[src/rtl/bram_port_arbiter_if.sv]
// Requester-side and BRAM-side signals of the two-master port-0 arbiter.
// The slave modport is the arbiter's view; master is the environment's view.
interface bram_port_arbiter_if #(
    parameter int DWIDTH = 16,
    parameter int AWIDTH = 7
);
    logic              i_req0;
    logic              i_req1;
    logic              i_we0;
    logic              i_we1;
    logic [AWIDTH-1:0] i_addr0;
    logic [AWIDTH-1:0] i_addr1;
    logic [DWIDTH-1:0] i_wdata0;
    logic [DWIDTH-1:0] i_wdata1;
    logic              o_gnt0;
    logic              o_gnt1;
    logic              o_rvalid0;
    logic              o_rvalid1;
    logic [DWIDTH-1:0] o_rdata0;
    logic [DWIDTH-1:0] o_rdata1;
    logic [AWIDTH-1:0] addr0;
    logic              ce0;
    logic              we0;
    logic [DWIDTH-1:0] d0;
    logic [DWIDTH-1:0] q0;

    modport slave (
        input  i_req0, i_req1, i_we0, i_we1, i_addr0, i_addr1, i_wdata0, i_wdata1, q0,
        output o_gnt0, o_gnt1, o_rvalid0, o_rvalid1, o_rdata0, o_rdata1,
        output addr0, ce0, we0, d0
    );

    modport master (
        output i_req0, i_req1, i_we0, i_we1, i_addr0, i_addr1, i_wdata0, i_wdata1, q0,
        input  o_gnt0, o_gnt1, o_rvalid0, o_rvalid1, o_rdata0, o_rdata1,
        input  addr0, ce0, we0, d0
    );
endinterface

[src/rtl/bram_port_arbiter.sv]
// Round-robin arbiter with bounded bursts sharing BRAM port 0 between two
// requesters; read data is steered back to its issuer two cycles after grant.
module bram_port_arbiter #(
    parameter int DWIDTH    = 16,
    parameter int AWIDTH    = 7,
    parameter int MEM_SIZE  = 128,
    parameter int MAX_BURST = 4
) (
    input  logic                 clk,
    input  logic                 reset,
    bram_port_arbiter_if.slave   bus
);
    localparam int CW = $clog2(MAX_BURST + 1);
    localparam logic [CW-1:0]   BURST_MAX = CW'(MAX_BURST);
    localparam logic [AWIDTH:0] MEM_LIM   = (AWIDTH + 1)'(MEM_SIZE);

    typedef enum logic {OWN0 = 1'b0, OWN1 = 1'b1} owner_t;

    owner_t            owner, owner_nxt;
    logic              cont, cont_nxt;
    logic [CW-1:0]     burst_cnt, burst_nxt;
    logic              gnt0, gnt1, port_en, sel, sel_we, in_range;
    logic [AWIDTH-1:0] sel_addr;
    logic [DWIDTH-1:0] sel_wdata;
    logic              vld_p1, id_p1, oob_p1;
    logic              vld0_p2, vld1_p2;
    logic [DWIDTH-1:0] rdata0_p2, rdata1_p2;

    always_ff @(posedge clk) begin
        if (reset) begin
            owner     <= OWN1;
            cont      <= 1'b0;
            burst_cnt <= '0;
        end else begin
            owner     <= owner_nxt;
            cont      <= cont_nxt;
            burst_cnt <= burst_nxt;
        end
    end

    always_comb begin
        gnt0      = 1'b0;
        gnt1      = 1'b0;
        owner_nxt = owner;
        cont_nxt  = 1'b0;
        burst_nxt = '0;
        if (!reset) begin
            if (bus.i_req0 && bus.i_req1) begin
                // Owner keeps the port only while its burst is still running.
                if (cont && (burst_cnt < BURST_MAX)) begin
                    gnt0 = (owner == OWN0);
                    gnt1 = (owner == OWN1);
                end else begin
                    gnt0 = (owner == OWN1);
                    gnt1 = (owner == OWN0);
                end
            end else begin
                gnt0 = bus.i_req0;
                gnt1 = bus.i_req1;
            end
        end
        if (gnt0 || gnt1) begin
            cont_nxt = 1'b1;
            if ((gnt1 ? OWN1 : OWN0) == owner) begin
                burst_nxt = (burst_cnt == BURST_MAX) ? burst_cnt : burst_cnt + 1'b1;
            end else begin
                owner_nxt = gnt1 ? OWN1 : OWN0;
                burst_nxt = CW'(1);
            end
        end
    end

    // p0: command mux onto the BRAM port, same cycle as the grant
    always_comb begin
        port_en   = gnt0 | gnt1;
        sel       = gnt1;
        sel_we    = sel ? bus.i_we1    : bus.i_we0;
        sel_addr  = sel ? bus.i_addr1  : bus.i_addr0;
        sel_wdata = sel ? bus.i_wdata1 : bus.i_wdata0;
        in_range  = ({1'b0, sel_addr} < MEM_LIM);
        bus.o_gnt0 = gnt0;
        bus.o_gnt1 = gnt1;
        bus.ce0    = port_en & in_range;
        bus.we0    = port_en & in_range & sel_we;
        bus.addr0  = port_en ? sel_addr  : '0;
        bus.d0     = port_en ? sel_wdata : '0;
    end

    // p1: read tag travels while the BRAM fetches; p2: steer q0 to the issuer
    always_ff @(posedge clk) begin
        if (reset) begin
            vld_p1    <= 1'b0;
            id_p1     <= 1'b0;
            oob_p1    <= 1'b0;
            vld0_p2   <= 1'b0;
            vld1_p2   <= 1'b0;
            rdata0_p2 <= '0;
            rdata1_p2 <= '0;
        end else begin
            vld_p1  <= port_en & ~sel_we;
            id_p1   <= sel;
            oob_p1  <= ~in_range;
            vld0_p2 <= vld_p1 & ~id_p1;
            vld1_p2 <= vld_p1 & id_p1;
            if (vld_p1 && !id_p1) rdata0_p2 <= oob_p1 ? '0 : bus.q0;
            if (vld_p1 && id_p1)  rdata1_p2 <= oob_p1 ? '0 : bus.q0;
        end
    end

    assign bus.o_rvalid0 = vld0_p2;
    assign bus.o_rvalid1 = vld1_p2;
    assign bus.o_rdata0  = rdata0_p2;
    assign bus.o_rdata1  = rdata1_p2;
endmodule

[src/flat_wrapper.sv]
// flat-port wrapper written by rule: the top's interface ports become plain ports
module bram_port_arbiter_flat 
#(
    parameter int DWIDTH    = 16,
    parameter int AWIDTH    = 7,
    parameter int MEM_SIZE  = 128,
    parameter int MAX_BURST = 4
)
  (clk, reset, bus_i_req0, bus_i_req1, bus_i_we0, bus_i_we1, bus_i_addr0, bus_i_addr1, bus_i_wdata0, bus_i_wdata1, bus_q0, bus_o_gnt0, bus_o_gnt1, bus_o_rvalid0, bus_o_rvalid1, bus_o_rdata0, bus_o_rdata1, bus_addr0, bus_ce0, bus_we0, bus_d0);
  bram_port_arbiter_if #(.DWIDTH(DWIDTH), .AWIDTH(AWIDTH)) bus_i ();
  input  logic clk;
  input  logic reset;
  input wire logic [$bits(bus_i.i_req0)-1:0] bus_i_req0;
  input wire logic [$bits(bus_i.i_req1)-1:0] bus_i_req1;
  input wire logic [$bits(bus_i.i_we0)-1:0] bus_i_we0;
  input wire logic [$bits(bus_i.i_we1)-1:0] bus_i_we1;
  input wire logic [$bits(bus_i.i_addr0)-1:0] bus_i_addr0;
  input wire logic [$bits(bus_i.i_addr1)-1:0] bus_i_addr1;
  input wire logic [$bits(bus_i.i_wdata0)-1:0] bus_i_wdata0;
  input wire logic [$bits(bus_i.i_wdata1)-1:0] bus_i_wdata1;
  input wire logic [$bits(bus_i.q0)-1:0] bus_q0;
  output wire logic [$bits(bus_i.o_gnt0)-1:0] bus_o_gnt0;
  output wire logic [$bits(bus_i.o_gnt1)-1:0] bus_o_gnt1;
  output wire logic [$bits(bus_i.o_rvalid0)-1:0] bus_o_rvalid0;
  output wire logic [$bits(bus_i.o_rvalid1)-1:0] bus_o_rvalid1;
  output wire logic [$bits(bus_i.o_rdata0)-1:0] bus_o_rdata0;
  output wire logic [$bits(bus_i.o_rdata1)-1:0] bus_o_rdata1;
  output wire logic [$bits(bus_i.addr0)-1:0] bus_addr0;
  output wire logic [$bits(bus_i.ce0)-1:0] bus_ce0;
  output wire logic [$bits(bus_i.we0)-1:0] bus_we0;
  output wire logic [$bits(bus_i.d0)-1:0] bus_d0;
  assign bus_i.i_req0 = bus_i_req0;
  assign bus_i.i_req1 = bus_i_req1;
  assign bus_i.i_we0 = bus_i_we0;
  assign bus_i.i_we1 = bus_i_we1;
  assign bus_i.i_addr0 = bus_i_addr0;
  assign bus_i.i_addr1 = bus_i_addr1;
  assign bus_i.i_wdata0 = bus_i_wdata0;
  assign bus_i.i_wdata1 = bus_i_wdata1;
  assign bus_i.q0 = bus_q0;
  assign bus_o_gnt0 = bus_i.o_gnt0;
  assign bus_o_gnt1 = bus_i.o_gnt1;
  assign bus_o_rvalid0 = bus_i.o_rvalid0;
  assign bus_o_rvalid1 = bus_i.o_rvalid1;
  assign bus_o_rdata0 = bus_i.o_rdata0;
  assign bus_o_rdata1 = bus_i.o_rdata1;
  assign bus_addr0 = bus_i.addr0;
  assign bus_ce0 = bus_i.ce0;
  assign bus_we0 = bus_i.we0;
  assign bus_d0 = bus_i.d0;
  bram_port_arbiter #(.DWIDTH(DWIDTH), .AWIDTH(AWIDTH), .MEM_SIZE(MEM_SIZE), .MAX_BURST(MAX_BURST)) u_core (.clk(clk), .reset(reset), .bus(bus_i));
endmodule
[config.mk]
export PLATFORM = sky130hd
export DESIGN_NAME = bram_port_arbiter_flat
export DESIGN_NICKNAME = d
export VERILOG_FILES = /design/src/rtl/bram_port_arbiter_if.sv /design/src/rtl/bram_port_arbiter.sv /design/src/flat_wrapper.sv
export SDC_FILE = /design/constraint.sdc
export NUM_CORES = 1
export LEC_CHECK = 0
export CORE_ASPECT_RATIO = 1.75
export CORE_MARGIN = 2
export CORE_UTILIZATION = 27
export CTS_CLUSTER_DIAMETER = 120
export DETAILED_ROUTE_END_ITERATION = 6
export PLACE_DENSITY = 0.65
export REMOVE_ABC_BUFFERS = 1
export SLEW_MARGIN = 20
export SYNTH_ARGS = -nofsm -noshare
export SYNTH_HDL_FRONTEND = slang
export SYNTH_SLANG_ARGS = --single-unit
[constraint.sdc]
create_clock -name clk -period 3.1 [get_ports clk]
set_clock_uncertainty 0.1 [all_clocks]
set_input_delay 0.31 -clock clk [delete_from_list [all_inputs] [get_ports clk]]
set_output_delay 0.31 -clock clk [all_outputs]
set_load 0.01 [all_outputs]
After elaboration in Yosys (flattened, before gate mapping)
Index checks and enable logic that the tools add are counted.
{ "op_classes": {"add_sub_neg": 1, "n_lt_le_gt_ge": 1, "eq_ne": 3, "n_mux": 15, "bitwise": 10, "reduce_logical": 9} }
{ "op_table": {"columns": ["cell", "n"], "rows": [
  ["$mux 16", 2],
  ["$mux 7", 2],
  ["$mux 1", 11],
  ["$not 1->1", 5],
  ["$and 1x1->1", 4],
  ["$logic_and 1x1->1", 4],
  ["$add 3x1->3 const B", 1],
  ["$eq 3x3->1 const B", 1],
  ["$lt 3x3->1 const B", 1],
  ["$reduce_or 3->1", 1],
  ["$ne 2x2->1 const B", 1],
  ["$reduce_and 2->1", 1],
  ["$reduce_or 2->1", 1],
  ["$eq 1x1->1", 1],
  ["$logic_not 1->1", 1],
  ["$logic_or 1x1->1", 1],
  ["$or 1x1->1", 1]
]} }
{ "totals": {"ff_bits": 41, "output_inout_bits": 61, "word_cells": 49} }

Longest topological paths before layout
{ "depth": {"depth_word": 9, "depth_mapped": 5} }

Worst setup path after synthesis
OpenSTA, ideal clock, no wires.
{ "synth_timing": {"kind": "register to output", "start": "reg u_core.burst_cnt[2]", "end": "out bus_addr0[0]", "arrival_ns": 1.529, "required_time_ns": 2.690, "path_slack_ns": 1.161, "path_stages_with_launch": 6, "path_buffers": 1, "cell_sequence": "dfxtp_1 > nand2b_4 > or2_1 > a311oi_4 > buf_6 > a22o_1"} }
{ "synth_between": {"elab_chain_len": 7} }
{ "synth_lines": {"columns": ["element", "line", "text"], "rows": [
  ["start: declaration", "bram_port_arbiter.sv:21", "logic [CW-1:0] burst_cnt, burst_nxt;"],
  ["start signal: assignment", "bram_port_arbiter.sv:37", "burst_cnt <= burst_nxt;"],
  ["$lt 3x3->1", "bram_port_arbiter.sv:50", "if (cont && (burst_cnt < BURST_MAX)) begin"],
  ["$logic_and 1x1->1", "bram_port_arbiter.sv:50", null],
  ["$mux 1", "bram_port_arbiter.sv:50", null],
  ["$mux 1", "bram_port_arbiter.sv:48", "if (bus.i_req0 && bus.i_req1) begin"],
  ["$mux 1", "bram_port_arbiter.sv:47", "if (!reset) begin"],
  ["via bus_o_gnt0", "flat_wrapper.sv:22", "output wire logic [$bits(bus_i.o_gnt0)-1:0] bus_o_gnt0;"],
  ["$or 1x1->1", "bram_port_arbiter.sv:75", "port_en = gnt0 | gnt1;"],
  ["$mux 7", "bram_port_arbiter.sv:85", "bus.addr0 = port_en ? sel_addr : '0;"],
  ["end: declaration", "flat_wrapper.sv:28", "output wire logic [$bits(bus_i.addr0)-1:0] bus_addr0;"]
]} }
The timed path passes the listed nets, and every way through them passes these cells.

Worst setup path in the final report
{ "layout_timing": {"start": "reg u_core.burst_cnt[2]", "end": "out bus_d0[9]"} }
{ "layout_between": {"elab_chain_len": 7} }
{ "layout_lines": {"columns": ["element", "line", "text"], "rows": [
  ["$lt 3x3->1 *", "bram_port_arbiter.sv:50", null],
  ["$logic_and 1x1->1 *", "bram_port_arbiter.sv:50", null],
  ["$mux 1", "bram_port_arbiter.sv:50", null],
  ["$mux 1", "bram_port_arbiter.sv:48", null],
  ["$mux 1", "bram_port_arbiter.sv:47", null],
  ["$mux 16 / $or 1x1->1 (equally long branches)", "bram_port_arbiter.sv:79, bram_port_arbiter.sv:75", null],
  ["$mux 16 *", "bram_port_arbiter.sv:86", "bus.d0 = port_en ? sel_wdata : '0;"],
  ["end: declaration", "flat_wrapper.sv:31", "output wire logic [$bits(bus_i.d0)-1:0] bus_d0;"]
]} }
Mark *: on every way between the ends. The rest lies on a longest branch, timed or not.

==> metrics.cfg <==
[clock_tree]
clock-sinks=41
clkTransAtPathRegs_ns=0.06
cts_inserted_buffers=5
cts_root_buf=clkbuf_16
clk_latency_ns=0.28
cts_tree=yes
h-tree-depth=2
cts_setup_buffers=0
cts_buffer_depth=2
cts_hold_buf=0
post_cts_resized=0

[logic_synthesis]
netlist_area_mm2=0.001809
synth-main-ff-cell=dfxtp_1
synth_cells=219
synth_seq_cells=41
postSynthAreaPerCell_um2=8.261
synthArstFlopShare_pct=0
ys_seq_area_share_pct=45.37
yosysWarningCount=0
synth_edf_count=0
synth.distinct_cells=29

[setup_path]
cp_top_family=buffers and inverters
r2r-start=u_core.owner
cp.arrival_ns=2.43
crit_chain=nand2b_4 -> or2_1 -> a311oi_4 -> buf_4 -> a22o_1 -> clkdlybuf4s50_1
max_stage_delay_ns=0.55
critPathLaunch=u_core.burst_cnt[2]
crit_required_ns=2.69
worst-path-max-fanout=25
crit_buf_inv=2
end_kind=primary output
crit_type=flip-flop to primary output
cp_slowest_cell=clkdlybuf4s50_1
startpoint_type=flip-flop

[sta]
max_freq_ghz=0.3516
layout_setup_ws_ns=0.2557
final-max-slew-violation-count=0
finalCritPeriodShare_pct=91.75
tns_ns=0
hold_violations=0
min_period_ns=2.844
rsz0062_at_grt=no
slew_headroom_pct=52.39
worstMarginPinSlew_ns=0.7142
finalSetupViolations=0

[global_routing]
grt_pass1_wl_mm=8.769
grt_overflow=0
grt_util_all_layers_pct=14.98
grt_max_degree=35
grt_pass1_vias=1982
antenna_found_initial=0

[routing]
wl_met1_mm=1.866
wl_met3_um=548
met2WireLength_mm=2.777
postRouteAntennaNets=0
drtIter0Drc=102
top_layer_used=met4
num_vias=2007
route.detailed.drc=0
drt-pass1-iter-count=4
viasPerCell=4.711
drt-total-wl_mm=5.300
wl_per_cell_um=12.44

[final_layout]
area_growth_pct=84.30
num_antenna_cells=0
nNetsFinal=413
drive_above_1_share_pct=4.360
fillers=638
layoutNonFillerInstCount=426

[placed_design]
dp_hpwl_mm=4.202
gp_congestion=0.7945
dp_slack_ns=0.2901
port_buffers=128
placedCellCount=418

[floorplan]
rows=39
core_mm2=0.006490
die_area_mm2=0.007398
die_h_um=112.3
start_util_pct=27.88
design.portCount=129
die_w_um=65.88

[min_path]
hp-class=flip-flop to flip-flop
min-delay-start=u_core.bus.o_rdata1[6]

[pwr]
power_density_mw_per_mm2=436.2
max-vdd-ir-drop_v=0.0002983
leakage_nw=1.209

[run]
cap_violations=0

[outcome]
status=completed

[registers in the layout, indices dropped and copies added, names as in the netlist]
name / cells
u_core.bus.o_rdata0: 16
u_core.bus.o_rdata1: 16
u_core.burst_cnt: 3
u_core.bus.o_rvalid0: 1
u_core.bus.o_rvalid1: 1
u_core.cont: 1
u_core.id_p1: 1
u_core.owner: 1
u_core.vld_p1: 1
[power breakdown]
part / leakage (nW) / switching [mW] / internal, mW
Clock: 0.0841 / 0.192 / 0.402
Sequential: 0.334 / 0.0134 / 0.548
Combinational: 0.791 / 0.115 / 0.185
Total: 1.21 / 0.321 / 1.13
[kinds of logic after synthesis]
kind of cell	after synthesis	share of synthesized area, %
XOR/XNOR	1	0.4842
multiplexers	1	0.5533
AO/OA/AOI/OAI	68	27.04
adder cells (fa/ha/maj)	2	1.383
AND/OR/NAND/NOR	84	19.64
flip-flops	41	45.37
buffers and inverters	22	5.533
[path summary, 6_finish.rpt]
kind                            end  slack, ns  cells after the start
min          u_core.bus.o_rdata1[6]       0.35                      2
max reg2reg           u_core.vld_p1       1.49                      5
max                       bus_d0[9]       0.26                      6
min reg2reg  u_core.bus.o_rdata1[6]       0.35                      2
[tightest hold or removal path, delay by kind of cell (launching register included)]
family / cells / cell delay (ns)
and+or+nand+nor: 1 / 0.05
AOI/OAI and AO/OA: 1 / 0.05
DFF: 1 / 0.30
[synthesized netlist by cell type (all sizes together), types with 2 or more instances]
cell / number / share of area (%)
buf: 5 / 2.0
a22o: 24 / 12
inv: 7 / 1.5
a21oi: 35 / 9.7
and2: 2 / 0.69
clkbuf: 10 / 2.1
nor2b: 2 / 0.69
o21ai: 2 / 0.55
nand2b: 2 / 1.1
dfxtp: 41 / 45
nand2: 69 / 14
ha: 2 / 1.4
nor2: 5 / 1.0
a2111oi: 2 / 2.0
[per-layer routing]
| metal | up-vias | GRT usage, % |
|---|---|---|
| met5 | - | 0 |
| met4 | 0 | 5.556 |
| met3 | 8 | 4.208 |
| met2 | 118 | 27.07 |
| met1 | 885 | 16.00 |
| li1 | 996 | - |
[cell usage in the layout, fill, tap and decap left out, drive strengths merged, types with 2 or more instances in the layout]
master	instances
a21oi	35
clkbuf	7
nand2b	2
buf	4
a2111oi	2
nor2b	2
nor2	5
a22o	24
clkdlybuf4s50	128
dfxtp	41
ha	2
o21ai	2
and2	2
nand2	69
inv	7
[cell type report]
cell class              count  area (µm²)  area share, %
flip-flops and latches     41       820.8          24.62
well taps                  82       102.6          3.077
inverters                   7       26.28         0.7880
clock inverters             1       30.03         0.9006
repair buffers            132        1324          39.70
clock buffers               7       142.6          4.278
multi-input cells         156       888.4          26.64
[per-stage QoR]
step                      utilization [%]  hold slack, ns  instance area (µm²)  power [mW]
after floorplan                         -          0.2791                 1735      0.6723
after CTS                           51.38          0.3531                 3334       1.474
after global routing                51.38          0.3718                 3334       1.522
final                               51.38          0.3495                 3334       1.455
after global placement              48.72          0.3414                 3162      0.8735
after detailed placement            48.72          0.3453                 3162      0.8759
Note: power is estimated with default switching activity, not from simulation.
